<file path="src/rtl/isa_io_sequencer.sv">
// ISA I/O bus-cycle sequencer: round-robin arbitration between two internal
// requesters, then one complete read or write cycle on the ISA I/O window
// with setup / strobe / IOCHRDY wait / hold phases. All outputs are registered.
module isa_io_sequencer #(
  parameter logic [9:0]  BASE       = 10'h2B0,
  parameter int unsigned SETUP_CYC  = 32'd2,
  parameter int unsigned STROBE_CYC = 32'd4,
  parameter int unsigned HOLD_CYC   = 32'd1,
  parameter int unsigned WAIT_MAX   = 32'd16
) (
  input  logic       clk,
  input  logic       rst_n,
  input  logic       req0,
  input  logic       req1,
  input  logic       we0,
  input  logic       we1,
  input  logic [1:0] ofs0,
  input  logic [1:0] ofs1,
  input  logic [7:0] wd0,
  input  logic [7:0] wd1,
  output logic       ack0,
  output logic       ack1,
  output logic       err,
  output logic [7:0] rd,
  output logic [9:0] sa,
  output logic [7:0] sd_o,
  output logic       sd_oe,
  input  logic [7:0] sd_i,
  output logic       ior_n,
  output logic       iow_n,
  output logic       aen,
  input  logic       iochrdy
);

  typedef enum logic [2:0] {
    S_IDLE   = 3'd0,
    S_SETUP  = 3'd1,
    S_STROBE = 3'd2,
    S_WAIT   = 3'd3,
    S_HOLD   = 3'd4,
    S_DONE   = 3'd5
  } state_t;

  // Phase counters compare against "last cycle" index of each phase.
  localparam logic [7:0] SETUP_LAST  = 8'(SETUP_CYC - 32'd1);
  localparam logic [7:0] STROBE_LAST = 8'(STROBE_CYC - 32'd1);
  localparam logic [7:0] HOLD_LAST   = 8'(HOLD_CYC - 32'd1);
  localparam logic [7:0] WAIT_LAST   = 8'(WAIT_MAX - 32'd1);

  state_t     state_r, state_nxt_s;
  logic [7:0] cnt_r, cnt_nxt_s;
  logic       gnt_r;       // id of the requester owning the current cycle
  logic       we_r;
  logic [1:0] ofs_r;
  logic       ptr_r;       // preferred requester when both request
  logic       tout_r;      // IOCHRDY timeout seen in this cycle

  logic       gnt_sel_s;
  logic       sel_we_s;
  logic [1:0] sel_ofs_s;
  logic [7:0] sel_wd_s;
  logic       grant_s;
  logic       cap_s;       // capture read data on this edge
  logic       tout_set_s;  // leaving WAIT on timeout this edge
  logic       cur_we_s;
  logic [1:0] cur_ofs_s;
  logic       owned_nxt_s;
  logic       strobe_nxt_s;

  // Round-robin pick: a lone requester always wins, a tie goes to ptr_r.
  always_comb begin
    gnt_sel_s = 1'b0;
    if (req0 && req1) begin
      gnt_sel_s = ptr_r;
    end else if (req1) begin
      gnt_sel_s = 1'b1;
    end else begin
      gnt_sel_s = 1'b0;
    end
  end

  assign sel_we_s  = gnt_sel_s ? we1  : we0;
  assign sel_ofs_s = gnt_sel_s ? ofs1 : ofs0;
  assign sel_wd_s  = gnt_sel_s ? wd1  : wd0;

  // Next-state and phase-counter logic for the bus-cycle FSM.
  always_comb begin
    state_nxt_s = state_r;
    cnt_nxt_s   = cnt_r + 8'd1;
    grant_s     = 1'b0;
    cap_s       = 1'b0;
    tout_set_s  = 1'b0;
    case (state_r)
      S_IDLE: begin
        cnt_nxt_s = 8'd0;
        if (req0 || req1) begin
          state_nxt_s = S_SETUP;
          grant_s     = 1'b1;
        end else begin
          state_nxt_s = S_IDLE;
        end
      end
      S_SETUP: begin
        if (cnt_r == SETUP_LAST) begin
          state_nxt_s = S_STROBE;
          cnt_nxt_s   = 8'd0;
        end else begin
          state_nxt_s = S_SETUP;
        end
      end
      S_STROBE: begin
        if (cnt_r == STROBE_LAST) begin
          cnt_nxt_s = 8'd0;
          if (iochrdy) begin
            state_nxt_s = S_HOLD;
            cap_s       = 1'b1;
          end else begin
            state_nxt_s = S_WAIT;
          end
        end else begin
          state_nxt_s = S_STROBE;
        end
      end
      S_WAIT: begin
        if (iochrdy) begin
          state_nxt_s = S_HOLD;
          cnt_nxt_s   = 8'd0;
          cap_s       = 1'b1;
        end else if (cnt_r == WAIT_LAST) begin
          state_nxt_s = S_HOLD;
          cnt_nxt_s   = 8'd0;
          tout_set_s  = 1'b1;
        end else begin
          state_nxt_s = S_WAIT;
        end
      end
      S_HOLD: begin
        if (cnt_r == HOLD_LAST) begin
          state_nxt_s = S_DONE;
          cnt_nxt_s   = 8'd0;
        end else begin
          state_nxt_s = S_HOLD;
        end
      end
      S_DONE: begin
        state_nxt_s = S_IDLE;
        cnt_nxt_s   = 8'd0;
      end
      default: begin
        state_nxt_s = S_IDLE;
        cnt_nxt_s   = 8'd0;
      end
    endcase
  end

  // On the grant edge the latched attributes are not yet valid, so use the mux.
  assign cur_we_s     = grant_s ? sel_we_s  : we_r;
  assign cur_ofs_s    = grant_s ? sel_ofs_s : ofs_r;
  assign owned_nxt_s  = (state_nxt_s == S_SETUP) || (state_nxt_s == S_STROBE) ||
                        (state_nxt_s == S_WAIT)  || (state_nxt_s == S_HOLD);
  assign strobe_nxt_s = (state_nxt_s == S_STROBE) || (state_nxt_s == S_WAIT);

  // State, request latches and all bus outputs registered from next state.
  always_ff @(posedge clk) begin
    if (!rst_n) begin
      state_r <= S_IDLE;
      cnt_r   <= 8'd0;
      gnt_r   <= 1'b0;
      we_r    <= 1'b0;
      ofs_r   <= 2'd0;
      ptr_r   <= 1'b0;
      tout_r  <= 1'b0;
      sa      <= 10'd0;
      sd_o    <= 8'd0;
      sd_oe   <= 1'b0;
      aen     <= 1'b1;
      ior_n   <= 1'b1;
      iow_n   <= 1'b1;
      ack0    <= 1'b0;
      ack1    <= 1'b0;
      err     <= 1'b0;
      rd      <= 8'd0;
    end else begin
      state_r <= state_nxt_s;
      cnt_r   <= cnt_nxt_s;
      if (grant_s) begin
        gnt_r <= gnt_sel_s;
        we_r  <= sel_we_s;
        ofs_r <= sel_ofs_s;
      end
      if (grant_s) begin
        tout_r <= 1'b0;
      end else if (tout_set_s) begin
        tout_r <= 1'b1;
      end
      if (state_r == S_DONE) begin
        ptr_r <= ~gnt_r;
      end
      if (grant_s && sel_we_s) begin
        sd_o <= sel_wd_s;
      end
      sa    <= owned_nxt_s ? (BASE + {8'd0, cur_ofs_s}) : 10'd0;
      aen   <= ~owned_nxt_s;
      sd_oe <= owned_nxt_s & cur_we_s;
      iow_n <= ~(strobe_nxt_s & cur_we_s);
      ior_n <= ~(strobe_nxt_s & ~cur_we_s);
      ack0  <= (state_nxt_s == S_DONE) & ~gnt_r;
      ack1  <= (state_nxt_s == S_DONE) & gnt_r;
      err   <= (state_nxt_s == S_DONE) & tout_r;
      if (cap_s && !we_r) begin
        rd <= sd_i;
      end else if (tout_set_s && !we_r) begin
        rd <= 8'hFF;
      end
    end
  end

endmodule

</file>
<file path="config.mk">
export PLATFORM = sky130hd
export DESIGN_NAME = isa_io_sequencer
export DESIGN_NICKNAME = d
export VERILOG_FILES = /design/src/rtl/isa_io_sequencer.sv
export SDC_FILE = /design/constraint.sdc
export NUM_CORES = 1
export LEC_CHECK = 0
export CORE_AREA = 2 2 74 76
export CTS_CLUSTER_SIZE = 40
export DETAILED_ROUTE_END_ITERATION = 8
export DIE_AREA = 0 0 76 78
export HOLD_SLACK_MARGIN = 0.03
export PLACE_DENSITY = 0.82
export SETUP_SLACK_MARGIN = 0.5
export SYNTH_ARGS = -nofsm -noshare
export SYNTH_HDL_FRONTEND = slang
export SYNTH_SLANG_ARGS = --single-unit
</file>
<file path="constraint.sdc">
create_clock -name clk -period 4 [get_ports clk]
set_input_delay 0.8 -clock clk [delete_from_list [all_inputs] [get_ports clk]]
set_output_delay 0.8 -clock clk [all_outputs]
set_load 0.05 [all_outputs]
</file>
==> results.json, run 1 <==
{
  "synth_sequential_area_ratio_pct": 38.80,
  "clk_pin_slew_ns": 0.09,
  "post_synth_num_cell_types": 57,
  "regArea_sq_um": 860.8,
  "status": "finished clean",
  "yosysWarningCount": 0,
  "cp.arrival_ns": 2.84,
  "synth_edf_count": 0,
  "ctsLongestPathBuffers": 2,
  "path_class": "in2reg",
  "finClkSkew_ns": 0.01118,
  "avgRoutedWirePerCell_um": 14.58,
  "detailedPlacementHpwl_um": 3758,
  "p_per_area_mw_per_mm2": 327.8,
  "clock-root-buffer": "clkbuf_8",
  "yosys_most_used_dff": "dfxtp_1",
  "overall_die_width_um": 76,
  "gpl.final_weighted_congestion": 0.8072,
  "cts_setup_buffers": 0,
  "cpPeakStageDelay_ns": 0.87,
  "post-place-ws_ns": 1.023,
  "numCtsBuffers": 5,
  "synth.top_cells.by_area": "dfxtp_1, a211oi_1, o221a_1",
  "cts_repair_resize_count": 0,
  "fp.dieArea_sq_mm": 0.005928,
  "iteration_count_of_the_initial_detailed_routing_pass": 4,
  "total_setup_violations_reported_at_the_end_of_the_flow": 0,
  "rows": 26,
  "synth.cell_area_sq_mm": 0.002218,
  "detail_route.wirelength_um": 5192,
  "post_cts_hold_buffer_count": 0,
  "timing.critical_path.buf_inv": 2,
  "crit_path_cell_trace": "clkdlybuf4s50_1, o21ai_0, buf_4, o311ai_0, a211oi_1",
  "grt_pass1_vias": 1807,
  "coreArea_sq_mm": 0.005042,
  "cap_violations": 0,
  "max-vdd-ir-drop_v": 0.0001847,
  "groute.usage.overall_pct": 17.86,
  "first_pass_grt_wire_length_um": 8680,
  "setup_tns_ns": 0,
  "n_fill_cell": 459,
  "grt_overflow_total": 0,
  "numClockSinks": 43,
  "vias": 1956,
  "floorplan.initialDensity_pct": 44.00,
  "min_path_type": "reg2reg",
  "endpoint_type_of_the_worst_setup_path": "flop",
  "cp_data_required_time_ns": 4.14,
  "drtAntennaViolNets": 0,
  "area_growth_pct": 31.53,
  "drtIter0Drc": 179,
  "postSynthCellCount": 236,
  "cp_slowest_cell": "clkdlybuf4s50_1",
  "yosysTopAreaCell": "dfxtp_1",
  "grt_max_degree": 26,
  "timing.final.crit_period_ns": 2.693,
  "layout.core_utilization_pct": 57.87,
  "ys_seq_elements": 43,
  "synth_area_per_cell_sq_um": 9.400,
  "port_buffers": 63,
  "stdcell_count": 356,
  "antenna-diode-count": 0,
  "grt_antenna_before_repair": 0,
  "leakage_nw": 1.060,
  "critical_path.top_delay_family": "buffers and inverters",
  "power.total_uw": 956.4,
  "final_net_count": 323,
  "timing.critical_path.from_type": "input pin",
  "worst-slew-pin-transition_ns": 0.8107,
  "layout_cell_share_with_drive_strength_beyond_1_pct": 7.343,
  "synth_top_cell_area_share_pct": 38.80,
  "grt_setup_unrepaired": "false",
  "fp.dieH_um": 78,
  "via_per_inst": 5.494,
  "finalHoldViolCount": 0,
  "post-place-cells": 348,
  "final_max_slew_viol_count": 0,
  "cts_tree": "built",
  "timing.final.crit_share_pct": 67.32,
  "maximum_level_of_the_cts_h_tree": 2,
  "highest_fanout_seen_on_the_critical_path": 25,
  "clkLatencyLatePin_ns": 0.30,
  "ios": 68,
  "fin_ws_ns": 1.307,
  "maxSlewHeadroom_pct": 45.45,
  "async_reset_ff_share_pct": 0,
  "multi_input_area_sq_mm": 0.001175,
  "drc": 0,
  "achievable-frequency_ghz": 0.3714
}
where the power goes:
part	total, mW	internal [mW]	switching [mW]
Combinational	0.221	0.0900	0.131
Sequential	0.463	0.447	0.0162
Clock	0.272	0.122	0.150
Total	0.956	0.659	0.297
stage by stage:
stage,cell area (sq um),hold WS (ns)
4_1_cts,2918,0.4695
5_1_grt,2918,0.4946
3_5_place_dp,2833,0.4459
6_report,2918,0.4647
3_3_place_gp,2833,0.4506
2_1_floorplan,2230,0.4416
path summary, 6_finish.rpt:
path / from / to / slack, ns / depth (start not counted)
max reg2reg: state_r[0] / sa[1] / 1.68 / 4
min: sd_o[1] / sd_o[1] / 0.46 / 2
max: req1 / sa[1] / 1.31 / 5
min reg2reg: sd_o[1] / sd_o[1] / 0.46 / 2
synth_stat cells, types with 2 or more instances:
library cell / count
buf_4: 7
nand2_1: 7
inv_1: 19
a211oi_1: 12
nor2b_1: 2
ha_1: 3
xor2_1: 3
nor4_4: 2
dfxtp_1: 43
nor2_1: 12
nor3_1: 4
and3_1: 14
o21ai_0: 4
nand3_1: 5
a211o_1: 2
a31o_2: 2
clkbuf_1: 15
nor3b_1: 4
a21oi_1: 2
a2111oi_4: 2
nand2b_1: 2
a2111oi_0: 8
a311oi_1: 2
a21boi_0: 11
o221a_1: 8
a31oi_1: 3
o311ai_0: 2
buf_2: 2
xnor2_1: 4
nand4_1: 2
o21bai_1: 2
cell families (layout without fill, tap and decap cells):
family / after synthesis / in the layout / synth area share, %
other: 1 / 4 / 0.1690
AO/OA/AOI/OAI: 72 / 72 / 28.99
buffers and inverters: 44 / 91 / 8.742
flip-flops: 43 / 43 / 38.80
XOR/XNOR: 7 / 7 / 2.764
AND/OR/NAND/NOR: 65 / 65 / 18.33
adder cells (fa/ha/maj): 3 / 3 / 1.692
multiplexers: 1 / 1 / 0.5076
worst reg2reg max path: cells and delay by family (launching register included):
kind             cells  cell delay [ns]
AO/OA/AOI/OAI        2             0.50
flip-flops           1             0.73
AND/OR/NAND/NOR      2             0.99
flip-flops by register name, summed over array words and instances (netlist names), 2 cells and up:
name / cells
ofs_r: 2
state_r: 3
cnt_r: 8
sd_o: 8
rd: 8
sa: 3
per-layer routing:
metal | track usage, % | up-vias | wire length [um]
li1 | - | 965 | -
met5 | 0 | - | 0
met4 | 6.000 | 0 | 62
met2 | 30.45 | 79 | 2472
met3 | 3.488 | 7 | 326
met1 | 22.72 | 905 | 2331
cell type report:
type,instances,area share [%]
tap,70,3.002
timing repair buffer,64,21.87
inverter,19,2.444
multi-input combinational,152,40.27
sequential,43,29.50
clock buffer,6,2.487
clock inverter,2,0.4288
placed cells by master, fill, tap and decap left out, drive strengths merged, types with 2 or more instances in the layout:
cell and count:
ha 3, nand4 2, conb 4, a21boi 11
a21oi 2, dfxtp 43, inv 19, nor4 3
o21ai 5, o311ai 2, xor2 3, a31oi 3
a31o 2, a211oi 12, nor2 12, a311oi 2
nor3b 4, clkdlybuf4s50 63, nand2 7, and3 14
clkbuf 6, a211o 2, nor3 5, nand2b 2
o21bai 2, xnor2 4, o221a 8, a2111oi 10
nor2b 2, nand3 5
(Power assumes the default switching activity.)
==> inputs of run 2 (changes only) <==
==> constraint.sdc (replaced) <==
create_clock -name clk -period 2.5 [get_ports clk]
set_input_delay 0.5 -clock clk [delete_from_list [all_inputs] [get_ports clk]]
set_output_delay 0.5 -clock clk [all_outputs]
set_load 0.05 [all_outputs]
==> results.json, run 2 (synthesis gave the netlist of run 1 again) <==
{
  "cts_tree": "built",
  "detailedPlacementHpwl_um": 3860,
  "path_class": "reg2out",
  "gpl.final_weighted_congestion": 0.8923,
  "first_pass_grt_wire_length_um": 9156,
  "endpoint_type_of_the_worst_setup_path": "output pin",
  "timing.final.crit_share_pct": 78.38,
  "stdcell_count": 366,
  "timing.reg2reg.setup_slack_ns": 0.59,
  "grt_max_degree": 19,
  "grt_pass1_vias": 1943,
  "placed_cell_area_sq_mm": 0.002878,
  "via_per_inst": 5.516,
  "fp.dieH_um": 78,
  "min_path_type": "reg2reg",
  "worst-r2r-cell-count": 4,
  "finalHoldViolCount": 0,
  "drc": 0,
  "timing.final.crit_period_ns": 1.959,
  "area_growth_pct": 39.03,
  "layout_cell_share_with_drive_strength_beyond_1_pct": 13.51,
  "grt_antenna_before_repair": 0,
  "timing.critical_path.buf_inv": 1,
  "ios": 68,
  "port_buffers": 63,
  "post-place-cells": 354,
  "numClockSinks": 43,
  "timing.critical_path.from_type": "flop",
  "finClkSkew_ns": 0.01102,
  "n_fill_cell": 438,
  "rows": 26,
  "hp-start": "sd_o[2]",
  "leakage_nw": 1.298,
  "end_of_the_worst_hold_path": "sd_o[2]",
  "crit_path_cell_trace": "clkdlybuf4s50_1",
  "overall_die_width_um": 76,
  "floorplan.initialDensity_pct": 44.00,
  "max-vdd-ir-drop_v": 0.0003555,
  "total_setup_violations_reported_at_the_end_of_the_flow": 0,
  "regToRegStartpoint": "cnt_r[5]",
  "antenna-diode-count": 0,
  "status": "finished clean",
  "avgRoutedWirePerCell_um": 14.84,
  "critical_path.top_delay_family": "buffers and inverters",
  "clock-root-buffer": "clkbuf_8",
  "cp_data_required_time_ns": 2.00,
  "cp_slowest_cell": "clkdlybuf4s50_1",
  "groute.usage.overall_pct": 18.94,
  "final_net_count": 333,
  "critical_r2r_capture": "sa[0]",
  "clkLatencyLatePin_ns": 0.31,
  "iteration_count_of_the_initial_detailed_routing_pass": 4,
  "p_per_area_mw_per_mm2": 534.6,
  "fp.dieArea_sq_mm": 0.005928,
  "hold-path-cell-count": 2,
  "layout.cells.most_common": "clkdlybuf4s50_1",
  "post_cts_hold_buffer_count": 0,
  "maximum_level_of_the_cts_h_tree": 2,
  "numCtsBuffers": 5,
  "highest_fanout_seen_on_the_critical_path": 2,
  "drtIter0Drc": 116,
  "detail_route.wirelength_um": 5431,
  "mostFrequentLayoutCells": "clkdlybuf4s50_1, dfxtp_1, inv_1",
  "grt_setup_unrepaired": "false",
  "ctsLongestPathBuffers": 2,
  "worst-slew-pin-transition_ns": 0.5220,
  "cap_violations": 0,
  "cp.arrival_ns": 1.46,
  "final_max_slew_viol_count": 0,
  "vias": 2019,
  "maxSlewHeadroom_pct": 65.14,
  "achievable-frequency_ghz": 0.5103,
  "final_design_area_no_fill_sq_mm": 0.003084,
  "cpPeakStageDelay_ns": 0.81,
  "grt_overflow_total": 0,
  "reg_top3": "cnt_r (8), rd (8), sd_o (8)",
  "clk_pin_slew_ns": 0.09,
  "drtAntennaViolNets": 0,
  "coreArea_sq_mm": 0.005042,
  "power.total_mw": 1.649
}
-- run 2: cell count changes in the layout (fill, tap and decap cells not counted), sizes merged --
| cell | delta |
|---|---|
| buf | +10 |
| bufinv | +1 |
| dlygate4sd2 | +1 |
| clkinv | +1 |
| clkdlybuf4s50 | -12 |
| dlymetal6s2s | +11 |
| clkbuf | -1 |
| clkinvlp | -1 |
-- run 2: where the power goes --
part	internal, mW	leakage, nW	switching [mW]
clock network	0.298	0.0581	0.251
logic	0.149	0.888	0.210
registers	0.716	0.352	0.0259
-- run 2: what timing repair did --
item                                    CTS  global route
gates resized for setup                   5            23
setup buffers                             4             0
endpoints found under the setup margin   17            43
pin swaps                                 2             4
-- run 2: layout make-up --
cell class / instances / area [sq um] / area share (%)
clock buffers: 5 / 68.82 / 2.231
repair buffers: 74 / 739.5 / 23.98
clock inverters: 3 / 43.79 / 1.420
well taps: 70 / 87.58 / 2.840
multi-input cells: 152 / 1209 / 39.19
flip-flops and latches: 43 / 864.6 / 28.03
inverters: 19 / 71.32 / 2.312
-- run 2: how the worst max path moves through the flow --
stage	from	end	slack [ns]	depth (start not counted)
floorplan	cnt_r[0]	aen	0.53	6
global placement	iochrdy	rd[0]	0.06	5
detailed placement	iochrdy	rd[6]	-0.04	5
CTS	sa[7]	sa[7]	0.51	1
global route	sd_o[1]	sd_o[1]	0.50	1
finish	rd[7]	rd[7]	0.54	1
-- run 2: metal layers --
layer	GRT usage [%]	wire length, um	vias to the layer above
li1	-	-	987
met1	23.11	2289	950
met2	31.96	2673	73
met3	5.698	389	9
met4	6.364	78	0
met5	0	0	-
-- run 2: metrics by stage --
| step | hold WS, ns | setup TNS (ns) | setup WS, ns | util [%] |
|---|---|---|---|---|
| 6_report | 0.4598 | 0 | 0.5405 | 61.17 |
| 5_1_grt | 0.4906 | 0 | 0.5000 | 61.17 |
| 4_1_cts | 0.4677 | 0 | 0.5050 | 60.15 |
| 3_5_place_dp | 0.4510 | -0.2081 | -0.03618 | 57.07 |
| 3_3_place_gp | 0.4507 | 0 | 0.05607 | 57.07 |
| 2_1_floorplan | 0.4416 | 0 | 0.5317 | - |
